$ cat src/rtl/pwm_dac_multi.sv
// pwm_dac_multi: NUM_CH PWM DAC channels sharing one window counter, codes applied atomically at window boundaries
module pwm_dac_multi #(
  parameter int NUM_CH            = 2,
  parameter int CODE_WIDTH        = 10,
  parameter int CYCLES_PER_WINDOW = 1024,
  parameter int STAGGER           = 0
) (
  input  logic                         clk,
  input  logic                         rst,
  input  logic [NUM_CH*CODE_WIDTH-1:0] code_in,
  input  logic                         code_valid,
  output logic                         code_ready,
  output logic [NUM_CH-1:0]            pwm,
  output logic                         next_sample,
  output logic                         underrun
);
  localparam int W  = CYCLES_PER_WINDOW;
  localparam int CW = $clog2(W);
  localparam int MW = (CODE_WIDTH > CW) ? CODE_WIDTH : CW;
  logic [CW-1:0]                cnt;
  logic [NUM_CH*CODE_WIDTH-1:0] act;
  logic [NUM_CH*CODE_WIDTH-1:0] pend_data;
  logic                         pend_valid;
  logic                         boundary;
  logic                         xfer;
  logic [NUM_CH-1:0]            hit;
  assign boundary    = cnt == CW'(W - 1);
  assign next_sample = boundary;
  // the buffer drains at the boundary edge, so it can refill in that same cycle
  assign code_ready  = !pend_valid | boundary;
  assign xfer        = code_valid & code_ready;
  for (genvar c = 0; c < NUM_CH; c++) begin : g_ch
    localparam int OFF = (STAGGER != 0) ? c * (W / NUM_CH) : 0;
    logic [CW:0]   sum;
    logic [CW-1:0] phase;
    assign sum    = {1'b0, cnt} + (CW+1)'(OFF);
    assign phase  = (sum >= (CW+1)'(W)) ? CW'(sum - (CW+1)'(W)) : sum[CW-1:0];
    assign hit[c] = MW'(phase) < MW'(act[c*CODE_WIDTH +: CODE_WIDTH]);
  end
  always_ff @(posedge clk or posedge rst) begin
    if (rst) begin
      cnt        <= '0;
      act        <= '0;
      pend_data  <= '0;
      pend_valid <= 1'b0;
      pwm        <= '0;
      underrun   <= 1'b0;
    end else begin
      cnt        <= boundary ? '0 : cnt + CW'(1);
      pwm        <= hit;
      underrun   <= boundary & !pend_valid;
      if (boundary && pend_valid) act <= pend_data;
      if (xfer) pend_data <= code_in;
      pend_valid <= xfer | (pend_valid & !boundary);
    end
  end
endmodule

$ cat config.mk
export PLATFORM = sky130hd
export DESIGN_NAME = pwm_dac_multi
export DESIGN_NICKNAME = d
export VERILOG_FILES = /design/src/rtl/pwm_dac_multi.sv
export SDC_FILE = /design/constraint.sdc
export NUM_CORES = 1
export LEC_CHECK = 0
export BUFFER_PORTS_ARGS = -buffer_cell sky130_fd_sc_hd__buf_2
export CAP_MARGIN = 20
export CORE_MARGIN = 4
export CORE_UTILIZATION = 55
export CTS_CLUSTER_SIZE = 10
export DETAILED_ROUTE_END_ITERATION = 12
export PLACE_DENSITY = 0.79
export SLEW_MARGIN = 40
export SYNTH_ARGS = -nofsm -noshare
export SYNTH_HDL_FRONTEND = slang
export SYNTH_SLANG_ARGS = --single-unit
$ cat constraint.sdc
create_clock -name clk -period 5 [get_ports clk]
set_input_delay 0.25 -clock clk [delete_from_list [all_inputs] [get_ports clk]]
set_output_delay 0.25 -clock clk [all_outputs]
set_load 0.1 [all_outputs]
# --- Word-level counts from Yosys, hierarchy flattened ---
# Cells that the tools add are included.
word_totals:
  ff_bits: 54
  latch_bits: 0
  ram_bits: 0
  mem_bits_ro: 0
  input_bits: 23
  out_inout_bits: 5
  elab_cells: 22
  n_memories: 0
classes:
  addsub: 2
  multipliers: 0
  n_div: 0
  order_cmp: 3
  eq_ne: 1
  n_shift: 0
  mux: 2
  n_bitwise: 5
  n_reduce_logical: 3
ops:
  columns: ["cell", "count"]
  rows:
  - ["$lt A10 B10 Y1", 2]
  - ["$mux W10", 2]
  - ["$ge A10 B11 Y1 const B", 1]
  - ["$add A10 B1 Y10 const B", 1]
  - ["$eq A10 B10 Y1 const B", 1]
  - ["$sub A10 B1 Y10 const B", 1]
  - ["$and A1 B1 Y1", 3]
  - ["$logic_not A1 Y1", 2]
  - ["$or A1 B1 Y1", 2]
  - ["$logic_and A1 B1 Y1", 1]

# --- Longest topological paths before layout ---
# Gate-level depths: netlist (run 1).
depth:
  word_depth: 4
  ltp_mapped: 7
  mapped_depth_nobuf: 6

# --- Worst setup path after synthesis (run 1) ---
# Ideal clock, no wire load.
synth_path:
  path_kind: "register to register"
  from: "register cnt[0]"
  to: "register pend_data[0]"
  setup_ps: 125
  arrival_time_ps: 2062
  required_time_ps: 4875
  path_slack_ps: 2813
  path_stages_with_launch: 8
  path_buffers: 1
  synth_period_minus_slack_ps: 2187
  cell_sequence: "dfrtp_1 ha_1 nand4_2 or3_4 clkinv_2 o21ai_2 buf_6 mux2_4"
synth_via:
  elab_chain_len: 3
synth_rtl:
  columns: ["item", "line", "text"]
  rows:
  - ["start: declaration", "20", "logic [CW-1:0] cnt;"]
  - ["start signal: assignment", "49", "cnt <= boundary ? '0 : cnt + CW'(1);"]
  - ["$eq A10 B10 Y1", "27", "assign boundary = cnt == CW'(W - 1);"]
  - ["via next_sample", "14", "output logic next_sample,"]
  - ["$or A1 B1 Y1", "30", "assign code_ready = !pend_valid | boundary;"]
  - ["$and A1 B1 Y1", "31", "assign xfer = code_valid & code_ready;"]
  - ["end signal: assignment", "53", "if (xfer) pend_data <= code_in;"]
  - ["end: declaration", "22", "logic [NUM_CH*CODE_WIDTH-1:0] pend_data;"]
# The timed path passes the listed nets, and every way through them passes these cells.
# A chain may end at the register's enable or synchronous reset.

# --- Worst setup path after layout (run 1) ---
layout_path:
  from: "register cnt[0]"
  to: "output port next_sample"
layout_via:
  elab_chain_len: 1
layout_rtl:
  columns: ["item", "line"]
  rows:
  - ["$eq A10 B10 Y1", "27"]
  - ["end: declaration", "14"]
# No other way between the ends.

==> run_summary.xml, run 1 <==
<?xml version="1.0" encoding="UTF-8"?>
<metrics>
  <group name="power_and_ir_drop">
    <metric name="vdd_drop_max" unit="mV">0.158</metric>
    <metric name="leakage" unit="uW">0.00146</metric>
    <metric name="powerDensity" unit="nW/um2">247</metric>
  </group>
  <group name="yosys">
    <metric name="count_of_state_elements_after_synthesis" unit="">54</metric>
    <metric name="ys_seq_area_frac" unit="">0.528</metric>
    <metric name="synth-edff-count" unit="">0</metric>
    <metric name="synth-main-ff-cell" unit="">dfrtp_1</metric>
    <metric name="synth_async_sr_flop_share" unit="">1.00</metric>
    <metric name="post_synth_instance_area" unit="um2">2560</metric>
    <metric name="synth.lib_cells_used.distinct" unit="">32</metric>
    <metric name="syn_nets" unit="">262</metric>
    <metric name="yosys_warning_count" unit="">0</metric>
    <metric name="number_of_standard_cells_after_synthesis" unit="">220</metric>
    <metric name="syn-mean-instance-area" unit="um2">11.6</metric>
  </group>
  <group name="drt">
    <metric name="route.detailed.drc" unit="">0</metric>
    <metric name="drt_iter0_markers" unit="">62</metric>
    <metric name="ant_nets" unit="">0</metric>
    <metric name="vias" unit="">1591</metric>
    <metric name="wirelength" unit="um">4400</metric>
    <metric name="detail_route.first_pass.iterations" unit="">4</metric>
    <metric name="wl_per_cell" unit="um">14.5</metric>
    <metric name="drt-vias-per-instance" unit="">5.23</metric>
  </group>
  <group name="sta">
    <metric name="report.final.setup_viol" unit="">0</metric>
    <metric name="drv_slew" unit="">0</metric>
    <metric name="timing_worst_slew_pin_value" unit="ns">0.640</metric>
    <metric name="hold_viol_final" unit="">0</metric>
    <metric name="min_period" unit="ns">2.42</metric>
    <metric name="skew" unit="ns">0.00422</metric>
    <metric name="whs" unit="ns">0.0186</metric>
    <metric name="timing.setup.tns" unit="ns">0</metric>
    <metric name="fmax" unit="MHz">413</metric>
    <metric name="min_period_over_period" unit="">0.484</metric>
    <metric name="grt_setup_unrepaired" unit="">false</metric>
    <metric name="timing.slew.headroom" unit="">0.573</metric>
  </group>
  <group name="die">
    <metric name="die_width" unit="um">76.2</metric>
    <metric name="core_region_area" unit="um2">4410</metric>
    <metric name="i_o_pin_count" unit="">28</metric>
    <metric name="floorplan.initialDensity" unit="">0.579</metric>
    <metric name="floorplan.die_area" unit="um2">5800</metric>
    <metric name="die_y" unit="um">76.2</metric>
    <metric name="rows" unit="">24</metric>
  </group>
  <group name="finish">
    <metric name="area_of_the_multi_input_gates" unit="um2">1080</metric>
    <metric name="regArea" unit="um2">1350</metric>
    <metric name="final_layout_size_suffix_gt1_frac" unit="">0.262</metric>
    <metric name="layout.cell_area.non_filler" unit="um2">2840</metric>
    <metric name="final_common_cell" unit="">dfrtp_1</metric>
    <metric name="fillerInstances" unit="">349</metric>
    <metric name="layout.nets" unit="">293</metric>
    <metric name="insertedDiodeCount" unit="">0</metric>
    <metric name="areaGrowthSynthToFinish" unit="%">11.2</metric>
    <metric name="final_cell_mix" unit="">dfrtp_1, buf_2, nand2_1, o21ai_0, inv_1</metric>
  </group>
  <group name="place">
    <metric name="place_area" unit="um2">2750</metric>
    <metric name="replace_congestion" unit="">0.874</metric>
    <metric name="hpwl" unit="um">3190</metric>
    <metric name="portBuffers" unit="">27</metric>
  </group>
  <group name="clock_network">
    <metric name="cts_tree" unit="">done</metric>
    <metric name="clkSlewWorstSetupHoldPaths" unit="ns">0.10</metric>
    <metric name="cts.repair.resized" unit="">0</metric>
    <metric name="clock-sinks" unit="">54</metric>
    <metric name="cts.path.max_buffers" unit="">2</metric>
    <metric name="clock_latency" unit="ns">0.31</metric>
    <metric name="ctsRootBufferMaster" unit="">clkbuf_8</metric>
    <metric name="cts_post_setup_buffers_inserted" unit="">0</metric>
    <metric name="cts_inserted_buffers" unit="">5</metric>
    <metric name="clock_tree.htree_level_count" unit="">2</metric>
    <metric name="hold_buf_count_cts" unit="">0</metric>
  </group>
  <group name="grt">
    <metric name="global_route.usage.met2" unit="">0.254</metric>
    <metric name="grt_start_max_net_pins" unit="">55</metric>
    <metric name="via_count_of_the_first_global_routing_pass" unit="">1669</metric>
    <metric name="grt_pass1_wl" unit="um">7720</metric>
    <metric name="grt_use_total" unit="">0.165</metric>
    <metric name="gr-usage-met1" unit="">0.210</metric>
    <metric name="grt.met3_usage" unit="">0.0461</metric>
    <metric name="grt_antenna_before_repair" unit="">0</metric>
    <metric name="gr-max-usage-layer" unit="">met2</metric>
    <metric name="remaining_global_route_overflow" unit="">0</metric>
  </group>
  <group name="min_path">
    <metric name="hp-class" unit="">input port to asynchronous set/reset pin</metric>
  </group>
  <group name="setup_path">
    <metric name="timing_worst_setup_path_type" unit="">register to primary output</metric>
    <metric name="critical_path_arrival" unit="ns">2.17</metric>
    <metric name="worst-r2r-setup-slack" unit="ns">2.83</metric>
    <metric name="setup.worst_path.end_class" unit="">primary output</metric>
    <metric name="reg2reg_depth" unit="">7</metric>
    <metric name="cp-start-kind" unit="">register</metric>
    <metric name="critPathRequiredTime" unit="ns">4.75</metric>
    <metric name="timing.critical_path.fanout_max" unit="">6</metric>
  </group>
  <group name="run">
    <metric name="cap_viol_max_count" unit="">0</metric>
  </group>
  <group name="outcome">
    <metric name="run_status" unit="">finished, final reports clean</metric>
  </group>
</metrics>
-- layer usage --
metal / up-vias / routed length, um
met3: 11 / 187
met1: 742 / 1990
li1: 805 / -
met5: - / 0
met2: 33 / 2100
met4: 0 / 120
-- path summary, 6_finish.rpt --
path                                       from                        to
max reg2reg                    cnt[0]$_DFF_PP0_  pend_data[1]$_DFFE_PP0P_
max                            cnt[0]$_DFF_PP0_               next_sample
max in group asynchronous                   rst        act[4]$_DFFE_PP0P_
min                                         rst  pend_data[6]$_DFFE_PP0P_
min reg2reg                pend_valid$_DFF_PP0_        underrun$_DFF_PP0_
min in group clk                     code_valid      pend_valid$_DFF_PP0_
-- cell families after synthesis --
logic type                 synth area share
AOI/OAI and AO/OA                    0.0876
xor gates and xnor gates             0.0205
adders and majority gates            0.0930
buffers and inverters                0.0499
DFF                                   0.528
muxes                                 0.126
and+or+nand+nor                      0.0944
-- registers in the layout (all words and copies together), names as in the netlist --
signal / count
cnt: 10
pend_valid: 1
act: 20
underrun: 1
pend_data: 20
pwm: 2
-- critical path, stage by stage, from the launching register on --
cell and delay [ns]:
dfrtp_1 0.44, ha_1 0.24, nand4_2 0.18, or3_4 0.44, clkinv_2 0.11, buf_2 0.43
-- power by group --
group          internal (uW)  switching [uW]
Clock                    101             149
Sequential               436               0
Combinational           6.61            10.3
Total                    544             159
-- cell usage after synthesis, types with 2 or more instances --
cell type,instances,area (um2)
a211oi_1,2,15.0
a21oi_1,8,40.0
a41oi_1,2,17.5
buf_2,2,10.0
buf_6,2,22.5
clkbuf_1,2,7.51
dfrtp_1,54,1350
ha_1,19,238
inv_1,22,82.6
mux2_2,2,22.5
mux2_4,20,300
nand2_1,25,93.8
nand2b_1,3,18.8
nand3_1,5,25.0
nand4_1,2,12.5
nor2_1,7,26.3
nor3_1,3,15.0
o21ai_0,22,110
xnor2_1,2,17.5
xor2_1,4,35.0
-- stage by stage --
stage / setup WS [ns] / utilization / total power, uW / std cells
2_1_floorplan: 2.81 / - / 452 / 220
3_3_place_gp: 2.94 / 0.622 / 462 / 296
3_5_place_dp: 2.85 / 0.623 / 463 / 296
5_1_grt: 2.44 / 0.644 / 726 / 304
4_1_cts: 2.56 / 0.644 / 712 / 304
6_report: 2.58 / 0.644 / 703 / 304
-- final cells by class --
class                           count  share of cell area
Timing Repair Buffer               30              0.0555
Clock buffer                        5              0.0242
Clock inverter                      3             0.00880
Inverter                           23              0.0317
Tap cell                           52              0.0229
Multi-Input combinational cell    137               0.382
Sequential cell                    54               0.475
No activity file was read; power rests on OpenSTA's default activity.
==> inputs of run 2 (changes only) <==
--- a/config.mk
+++ b/config.mk
@@ -8,10 +8,10 @@
 export BUFFER_PORTS_ARGS = -buffer_cell sky130_fd_sc_hd__buf_2
 export CAP_MARGIN = 20
 export CORE_MARGIN = 4
-export CORE_UTILIZATION = 55
+export CORE_UTILIZATION = 52
 export CTS_CLUSTER_SIZE = 10
 export DETAILED_ROUTE_END_ITERATION = 12
-export PLACE_DENSITY = 0.79
+export PLACE_DENSITY = 0.78
 export SLEW_MARGIN = 40
 export SYNTH_ARGS = -nofsm -noshare
 export SYNTH_HDL_FRONTEND = slang
==> constraint.sdc (replaced) <==
create_clock -name clk -period 2.17 [get_ports clk]
set_input_delay 0.1085 -clock clk [delete_from_list [all_inputs] [get_ports clk]]
set_output_delay 0.1085 -clock clk [all_outputs]
set_load 0.1 [all_outputs]
==> run 2 against run 1 <==
Clock skew rose by 0.0016 ns. Clock-buffer cell count up 1. Register-to-register slack got worse by 2.7 ns. Combinational power rose by 150%. Highest routed layer unchanged. Die area increased by 5.2%. Power grew 130%. Setup slack worse by 2.4 ns. Routed wire length increased by 1.8%. Largest cell class unchanged. Hold slack better by 0.0092 ns. Clock power increased by 120%. Sequential power up 130%.
==> run_summary.xml, run 2 (synthesized netlist as in run 1, its figures left out) <==
<?xml version="1.0" encoding="UTF-8"?>
<metrics>
  <group name="finish">
    <metric name="insertedDiodeCount" unit="">0</metric>
    <metric name="fillerInstances" unit="">393</metric>
    <metric name="fin_util" unit="">0.615</metric>
    <metric name="layout.nets" unit="">300</metric>
    <metric name="areaGrowthSynthToFinish" unit="%">14.3</metric>
    <metric name="reg.largest.list" unit="">act (20), pend_data (20), cnt (10)</metric>
    <metric name="final_common_cell" unit="">dfrtp_1</metric>
    <metric name="final_cell_mix" unit="">dfrtp_1, nand2_1, buf_2, o21ai_0, inv_1</metric>
    <metric name="final_layout_size_suffix_gt1_frac" unit="">0.272</metric>
  </group>
  <group name="place">
    <metric name="portBuffers" unit="">27</metric>
    <metric name="hpwl" unit="um">3320</metric>
    <metric name="replace_congestion" unit="">0.882</metric>
  </group>
  <group name="sta">
    <metric name="timing_worst_slew_pin_value" unit="ns">0.661</metric>
    <metric name="timing.slew.headroom" unit="">0.560</metric>
    <metric name="grt_setup_unrepaired" unit="">false</metric>
    <metric name="hold_viol_final" unit="">0</metric>
    <metric name="min_period_over_period" unit="">0.934</metric>
    <metric name="whs" unit="ns">0.0277</metric>
    <metric name="min_period" unit="ns">2.03</metric>
    <metric name="drv_slew" unit="">0</metric>
    <metric name="skew" unit="ns">0.00586</metric>
    <metric name="timing.setup.tns" unit="ns">0</metric>
    <metric name="report.final.setup_viol" unit="">0</metric>
    <metric name="fmax" unit="MHz">494</metric>
  </group>
  <group name="grt">
    <metric name="via_count_of_the_first_global_routing_pass" unit="">1721</metric>
    <metric name="grt_start_max_net_pins" unit="">55</metric>
    <metric name="remaining_global_route_overflow" unit="">0</metric>
    <metric name="grt_antenna_before_repair" unit="">0</metric>
    <metric name="grt_pass1_wl" unit="um">8000</metric>
    <metric name="grt_use_total" unit="">0.169</metric>
  </group>
  <group name="die">
    <metric name="i_o_pin_count" unit="">28</metric>
    <metric name="floorplan.die_area" unit="um2">6100</metric>
    <metric name="die_y" unit="um">78.1</metric>
    <metric name="floorplan.initialDensity" unit="">0.538</metric>
    <metric name="rows" unit="">25</metric>
    <metric name="core_region_area" unit="um2">4750</metric>
    <metric name="die_width" unit="um">78.1</metric>
  </group>
  <group name="min_path">
    <metric name="hp-class" unit="">input port to register</metric>
    <metric name="hold-path-endpoint" unit="">pend_data[16]$_DFFE_PP0P_</metric>
    <metric name="hold_path_depth" unit="">2</metric>
    <metric name="hp-start" unit="">code_in[16]</metric>
  </group>
  <group name="clock_network">
    <metric name="cts_inserted_buffers" unit="">5</metric>
    <metric name="clock-sinks" unit="">54</metric>
    <metric name="ctsRootBufferMaster" unit="">clkbuf_8</metric>
    <metric name="cts_post_setup_buffers_inserted" unit="">0</metric>
    <metric name="clkSlewWorstSetupHoldPaths" unit="ns">0.09</metric>
    <metric name="cts_tree" unit="">done</metric>
    <metric name="clock_tree.htree_level_count" unit="">2</metric>
    <metric name="clock_latency" unit="ns">0.30</metric>
    <metric name="cts.path.max_buffers" unit="">2</metric>
  </group>
  <group name="setup_path">
    <metric name="timing.critical_path.fanout_max" unit="">14</metric>
    <metric name="cpLargestDelayFamily" unit="">simple AND/OR/NAND/NOR gates</metric>
    <metric name="crit_chain" unit="">ha_1 -&gt; nand4_2 -&gt; or3_4 -&gt; clkinv_4 -&gt; o21ai_2 -&gt; buf_4 -&gt; mux2_4</metric>
    <metric name="setup.worst_path.end_class" unit="">register</metric>
    <metric name="critical_path_buf_inv_count" unit="">2</metric>
    <metric name="reg2reg_depth" unit="">7</metric>
    <metric name="reg2reg_from" unit="">cnt[1]$_DFF_PP0_</metric>
    <metric name="critPathRequiredTime" unit="ns">2.36</metric>
    <metric name="cp-start-kind" unit="">register</metric>
    <metric name="crit-reg2reg-capture" unit="">pend_data[12]$_DFFE_PP0P_</metric>
    <metric name="timing_worst_setup_path_type" unit="">register to register</metric>
    <metric name="worst-r2r-setup-slack" unit="ns">0.14</metric>
    <metric name="slowest_stage" unit="">dfrtp_1</metric>
    <metric name="max_stage_delay" unit="ns">0.43</metric>
    <metric name="critical_path_arrival" unit="ns">2.22</metric>
  </group>
  <group name="power_and_ir_drop">
    <metric name="powerDensity" unit="nW/um2">546</metric>
    <metric name="switching_share" unit="">0.204</metric>
    <metric name="leakage" unit="uW">0.00150</metric>
    <metric name="power.switching" unit="uW">326</metric>
    <metric name="power.internal" unit="uW">1270</metric>
    <metric name="power_frac_clock" unit="">0.344</metric>
    <metric name="combinationalPowerShare" unit="">0.026</metric>
    <metric name="p_seq_frac" unit="">0.630</metric>
    <metric name="vdd_drop_max" unit="mV">0.306</metric>
  </group>
  <group name="drt">
    <metric name="ant_nets" unit="">0</metric>
    <metric name="vias" unit="">1638</metric>
    <metric name="wl_per_cell" unit="um">13.8</metric>
    <metric name="detail_route.first_pass.iterations" unit="">4</metric>
    <metric name="wirelength" unit="um">4480</metric>
    <metric name="drt-vias-per-instance" unit="">5.06</metric>
    <metric name="drt_iter0_markers" unit="">74</metric>
    <metric name="route.detailed.drc" unit="">0</metric>
  </group>
  <group name="outcome">
    <metric name="run_status" unit="">finished, final reports clean</metric>
  </group>
  <group name="run">
    <metric name="cap_viol_max_count" unit="">0</metric>
  </group>
</metrics>
[run 2: cell count changes in the layout (fill, tap and decap cells not counted), sizes merged]
cell,previous run,this run
clkbuf,5,6
dlygate4sd3,0,1
clkinvlp,1,0
buf,30,36
inv,23,22
clkinv,2,1
[run 2: metrics by stage]
stage / power [uW] / std cells / setup slack (ns) / instance area, um2
2_1_floorplan: 1040 / 220 / 0.0643 / 2560
3_3_place_gp: 1070 / 317 / 0.232 / 2830
3_5_place_dp: 1070 / 317 / 0.142 / 2830
4_1_cts: 1610 / 324 / 0.130 / 2920
5_1_grt: 1660 / 324 / 0.0207 / 2920
6_report: 1600 / 324 / 0.144 / 2920
[run 2: area by class of cell]
type | count | area, um2 | area share
Multi-Input combinational cell | 137 | 1080 | 0.371
Timing Repair Buffer | 37 | 230 | 0.0787
Inverter | 23 | 91.3 | 0.0312
Clock buffer | 6 | 82.6 | 0.0282
Tap cell | 67 | 83.8 | 0.0287
Sequential cell | 54 | 1350 | 0.462
[run 2: power groups by stage]
stage	registers, uW	logic (uW)	clock network, uW
final	1010	42.0	548
after global routing	1010	50.0	603
after CTS	1010	44.3	561
after detailed placement	1030	43.0	0
after global placement	1030	42.2	0
after floorplan	1030	16.0	0
[run 2: how the worst max path moves through the flow]
stage | from | end | slack [ns] | depth (start not counted)
3_3_place_gp | cnt[1]$_DFF_PP0_ | pend_data[18]$_DFFE_PP0P_ | 0.23 | 7
6_report | cnt[1]$_DFF_PP0_ | pend_data[12]$_DFFE_PP0P_ | 0.14 | 7
2_1_floorplan | cnt[1]$_DFF_PP0_ | pend_valid$_DFF_PP0_ | 0.06 | 5
4_1_cts | cnt[1]$_DFF_PP0_ | next_sample | 0.13 | 5
5_1_grt | cnt[0]$_DFF_PP0_ | pend_data[6]$_DFFE_PP0P_ | 0.02 | 7
3_5_place_dp | cnt[1]$_DFF_PP0_ | pend_data[12]$_DFFE_PP0P_ | 0.14 | 7
[run 2: layer usage]
| layer | wire [um] | GRT usage |
|---|---|---|
| met1 | 2150 | 0.227 |
| met2 | 2060 | 0.264 |
| met3 | 172 | 0.0390 |
| met4 | 89 | 0.0752 |
| met5 | 0 | 0 |
[run 2: timing repair]
| action | 4_1_cts | 5_1_grt |
|---|---|---|
| setup endpoints to repair | 1 | 0 |
| endpoints found under the hold margin | 42 | 0 |
| gates resized for setup | 1 | 0 |
| hold buffers | 1 | 0 |
==> inputs of run 3 (changes only) <==
--- a/config.mk
+++ b/config.mk
@@ -12,6 +12,7 @@
 export CTS_CLUSTER_SIZE = 10
 export DETAILED_ROUTE_END_ITERATION = 12
 export PLACE_DENSITY = 0.78
+export RECOVER_POWER = 25
 export SLEW_MARGIN = 40
 export SYNTH_ARGS = -nofsm -noshare
 export SYNTH_HDL_FRONTEND = slang
==> run 3 against run 2 <==
Setup slack improved by 0.0025 ns. Critical endpoint unchanged. Die area unchanged. Global-route usage stayed put. Power barely moved. Critical path depth unchanged. Critical path type unchanged. Hold slack hardly changed. Utilization down 0.053 points. First-iteration DRC count is the same. Clock power about the same. Clock skew about the same.
==> run_summary.xml, run 3 (synthesized netlist as in run 1, its figures left out) <==
<?xml version="1.0" encoding="UTF-8"?>
<metrics>
  <group name="sta">
    <metric name="min_period" unit="ns">2.02</metric>
    <metric name="fmax" unit="MHz">494</metric>
    <metric name="timing.slew.headroom" unit="">0.142</metric>
    <metric name="skew" unit="ns">0.00582</metric>
    <metric name="timing_worst_slew_pin_value" unit="ns">1.29</metric>
    <metric name="grt_setup_unrepaired" unit="">false</metric>
    <metric name="drv_slew" unit="">0</metric>
    <metric name="report.final.setup_viol" unit="">0</metric>
    <metric name="timing.setup.tns" unit="ns">0</metric>
    <metric name="min_period_over_period" unit="">0.932</metric>
    <metric name="whs" unit="ns">0.0277</metric>
    <metric name="hold_viol_final" unit="">0</metric>
  </group>
  <group name="place">
    <metric name="hpwl" unit="um">3320</metric>
    <metric name="portBuffers" unit="">27</metric>
    <metric name="replace_congestion" unit="">0.882</metric>
  </group>
  <group name="power_and_ir_drop">
    <metric name="powerDensity" unit="nW/um2">546</metric>
    <metric name="leakage" unit="uW">0.00150</metric>
    <metric name="vdd_drop_max" unit="mV">0.306</metric>
  </group>
  <group name="clock_network">
    <metric name="cts_post_setup_buffers_inserted" unit="">0</metric>
    <metric name="clock_tree.htree_level_count" unit="">2</metric>
    <metric name="clock-sinks" unit="">54</metric>
    <metric name="clock_latency" unit="ns">0.30</metric>
    <metric name="cts_tree" unit="">done</metric>
    <metric name="clkSlewWorstSetupHoldPaths" unit="ns">0.09</metric>
    <metric name="cts_inserted_buffers" unit="">5</metric>
    <metric name="ctsRootBufferMaster" unit="">clkbuf_8</metric>
    <metric name="cts.path.max_buffers" unit="">2</metric>
  </group>
  <group name="setup_path">
    <metric name="setup.worst_path.end_class" unit="">register</metric>
    <metric name="critPathRequiredTime" unit="ns">2.36</metric>
    <metric name="max_stage_delay" unit="ns">0.43</metric>
    <metric name="cpLargestDelayFamily" unit="">simple AND/OR/NAND/NOR gates</metric>
    <metric name="cp-start-kind" unit="">register</metric>
    <metric name="slowest_stage" unit="">dfrtp_1</metric>
    <metric name="timing_worst_setup_path_type" unit="">register to register</metric>
    <metric name="crit_chain" unit="">ha_1 -&gt; nand4_2 -&gt; or3_4 -&gt; clkinv_4 -&gt; o21ai_2 -&gt; buf_4 -&gt; mux2_4</metric>
    <metric name="critical_path_arrival" unit="ns">2.22</metric>
    <metric name="timing.critical_path.fanout_max" unit="">14</metric>
    <metric name="critical_path_buf_inv_count" unit="">2</metric>
  </group>
  <group name="finish">
    <metric name="final_cell_mix" unit="">dfrtp_1, nand2_1, buf_2, inv_1, o21ai_0</metric>
    <metric name="reg.largest.list" unit="">act (20), pend_data (20), cnt (10)</metric>
    <metric name="layout.nets" unit="">300</metric>
    <metric name="areaGrowthSynthToFinish" unit="%">14.2</metric>
    <metric name="fin_util" unit="">0.614</metric>
    <metric name="insertedDiodeCount" unit="">0</metric>
    <metric name="final_layout_size_suffix_gt1_frac" unit="">0.268</metric>
    <metric name="final_common_cell" unit="">dfrtp_1</metric>
  </group>
  <group name="drt">
    <metric name="ant_nets" unit="">0</metric>
    <metric name="vias" unit="">1643</metric>
    <metric name="detail_route.first_pass.iterations" unit="">5</metric>
    <metric name="drt-vias-per-instance" unit="">5.07</metric>
    <metric name="wl_per_cell" unit="um">13.8</metric>
    <metric name="drt_iter0_markers" unit="">74</metric>
    <metric name="route.detailed.drc" unit="">0</metric>
    <metric name="wirelength" unit="um">4490</metric>
  </group>
  <group name="run">
    <metric name="cap_viol_max_count" unit="">0</metric>
  </group>
  <group name="grt">
    <metric name="global_route.usage.met2" unit="">0.264</metric>
    <metric name="grt.met3_usage" unit="">0.0390</metric>
    <metric name="grt_use_total" unit="">0.169</metric>
    <metric name="grt_antenna_before_repair" unit="">0</metric>
    <metric name="via_count_of_the_first_global_routing_pass" unit="">1721</metric>
    <metric name="remaining_global_route_overflow" unit="">0</metric>
    <metric name="grt_start_max_net_pins" unit="">55</metric>
    <metric name="grt_pass1_wl" unit="um">8000</metric>
    <metric name="gr-max-usage-layer" unit="">met2</metric>
    <metric name="gr-usage-met1" unit="">0.227</metric>
  </group>
  <group name="die">
    <metric name="core_region_area" unit="um2">4750</metric>
    <metric name="i_o_pin_count" unit="">28</metric>
    <metric name="floorplan.die_area" unit="um2">6100</metric>
    <metric name="die_y" unit="um">78.1</metric>
    <metric name="rows" unit="">25</metric>
    <metric name="die_width" unit="um">78.1</metric>
    <metric name="floorplan.initialDensity" unit="">0.538</metric>
  </group>
  <group name="outcome">
    <metric name="run_status" unit="">finished, final reports clean</metric>
  </group>
  <group name="min_path">
    <metric name="hp-class" unit="">input port to register</metric>
  </group>
</metrics>
==> run 3: report_power, final <==
part / internal (uW) / switching [uW] / total [uW]
registers: 1010 / 0 / 1010
clock network: 247 / 301 / 548
logic: 16.7 / 24.5 / 41.1
total: 1270 / 325 / 1590
==> run 3: what timing repair did <==
action	in CTS	in global routing
setup endpoints to repair	1	0
resized for setup	1	0
hold endpoints to repair	42	0
hold buffers	1	0
==> run 3: through the flow <==
step                      std cells  instance area, um2  power, uW  setup WS [ns]
final                           324                2920       1590          0.147
after global routing            324                2920       1660         0.0207
after CTS                       324                2920       1610          0.130
after detailed placement        317                2830       1070          0.142
after global placement          317                2830       1070          0.232
after floorplan                 220                2560       1040         0.0643
==> run 3: worst register-to-register path, cell delays in order (launching register included) <==
cell and delay (ns):
dfrtp_1 0.43, ha_1 0.25, nand4_2 0.12, or3_4 0.42
clkinv_4 0.08, o21ai_2 0.06, buf_4 0.22, mux2_4 0.33
==> run 3: area by class of cell <==
type                       count  area, um2
clock buffer                   6       82.6
inverter                      23       91.3
timing repair buffer          37        228
fill                         393       1830
sequential                    54       1350
multi-input combinational    137       1080
tap                           67       83.8
==> run 3: routing by layer <==
layer | wire length [um] | vias to the layer above
met5 | 0 | -
met4 | 89 | 0
met3 | 193 | 6
met2 | 2070 | 36
met1 | 2130 | 783
li1 | - | 818
==> run 3: final timing paths <==
| path | startpoint | slack, ns | depth (start not counted) | to |
|---|---|---|---|---|
| worst max-delay path | cnt[1]$_DFF_PP0_ | 0.15 | 7 | pend_data[12]$_DFFE_PP0P_ |
| worst min-delay path | code_in[16] | 0.03 | 2 | pend_data[16]$_DFFE_PP0P_ |
| worst max register to register | cnt[1]$_DFF_PP0_ | 0.15 | 7 | pend_data[12]$_DFFE_PP0P_ |
| worst min register to register | pend_valid$_DFF_PP0_ | 0.48 | 1 | underrun$_DFF_PP0_ |
| max in group asynchronous | rst | 0.63 | 4 | pend_data[13]$_DFFE_PP0P_ |
| min in group asynchronous | rst | 0.77 | 4 | pend_data[6]$_DFFE_PP0P_ |
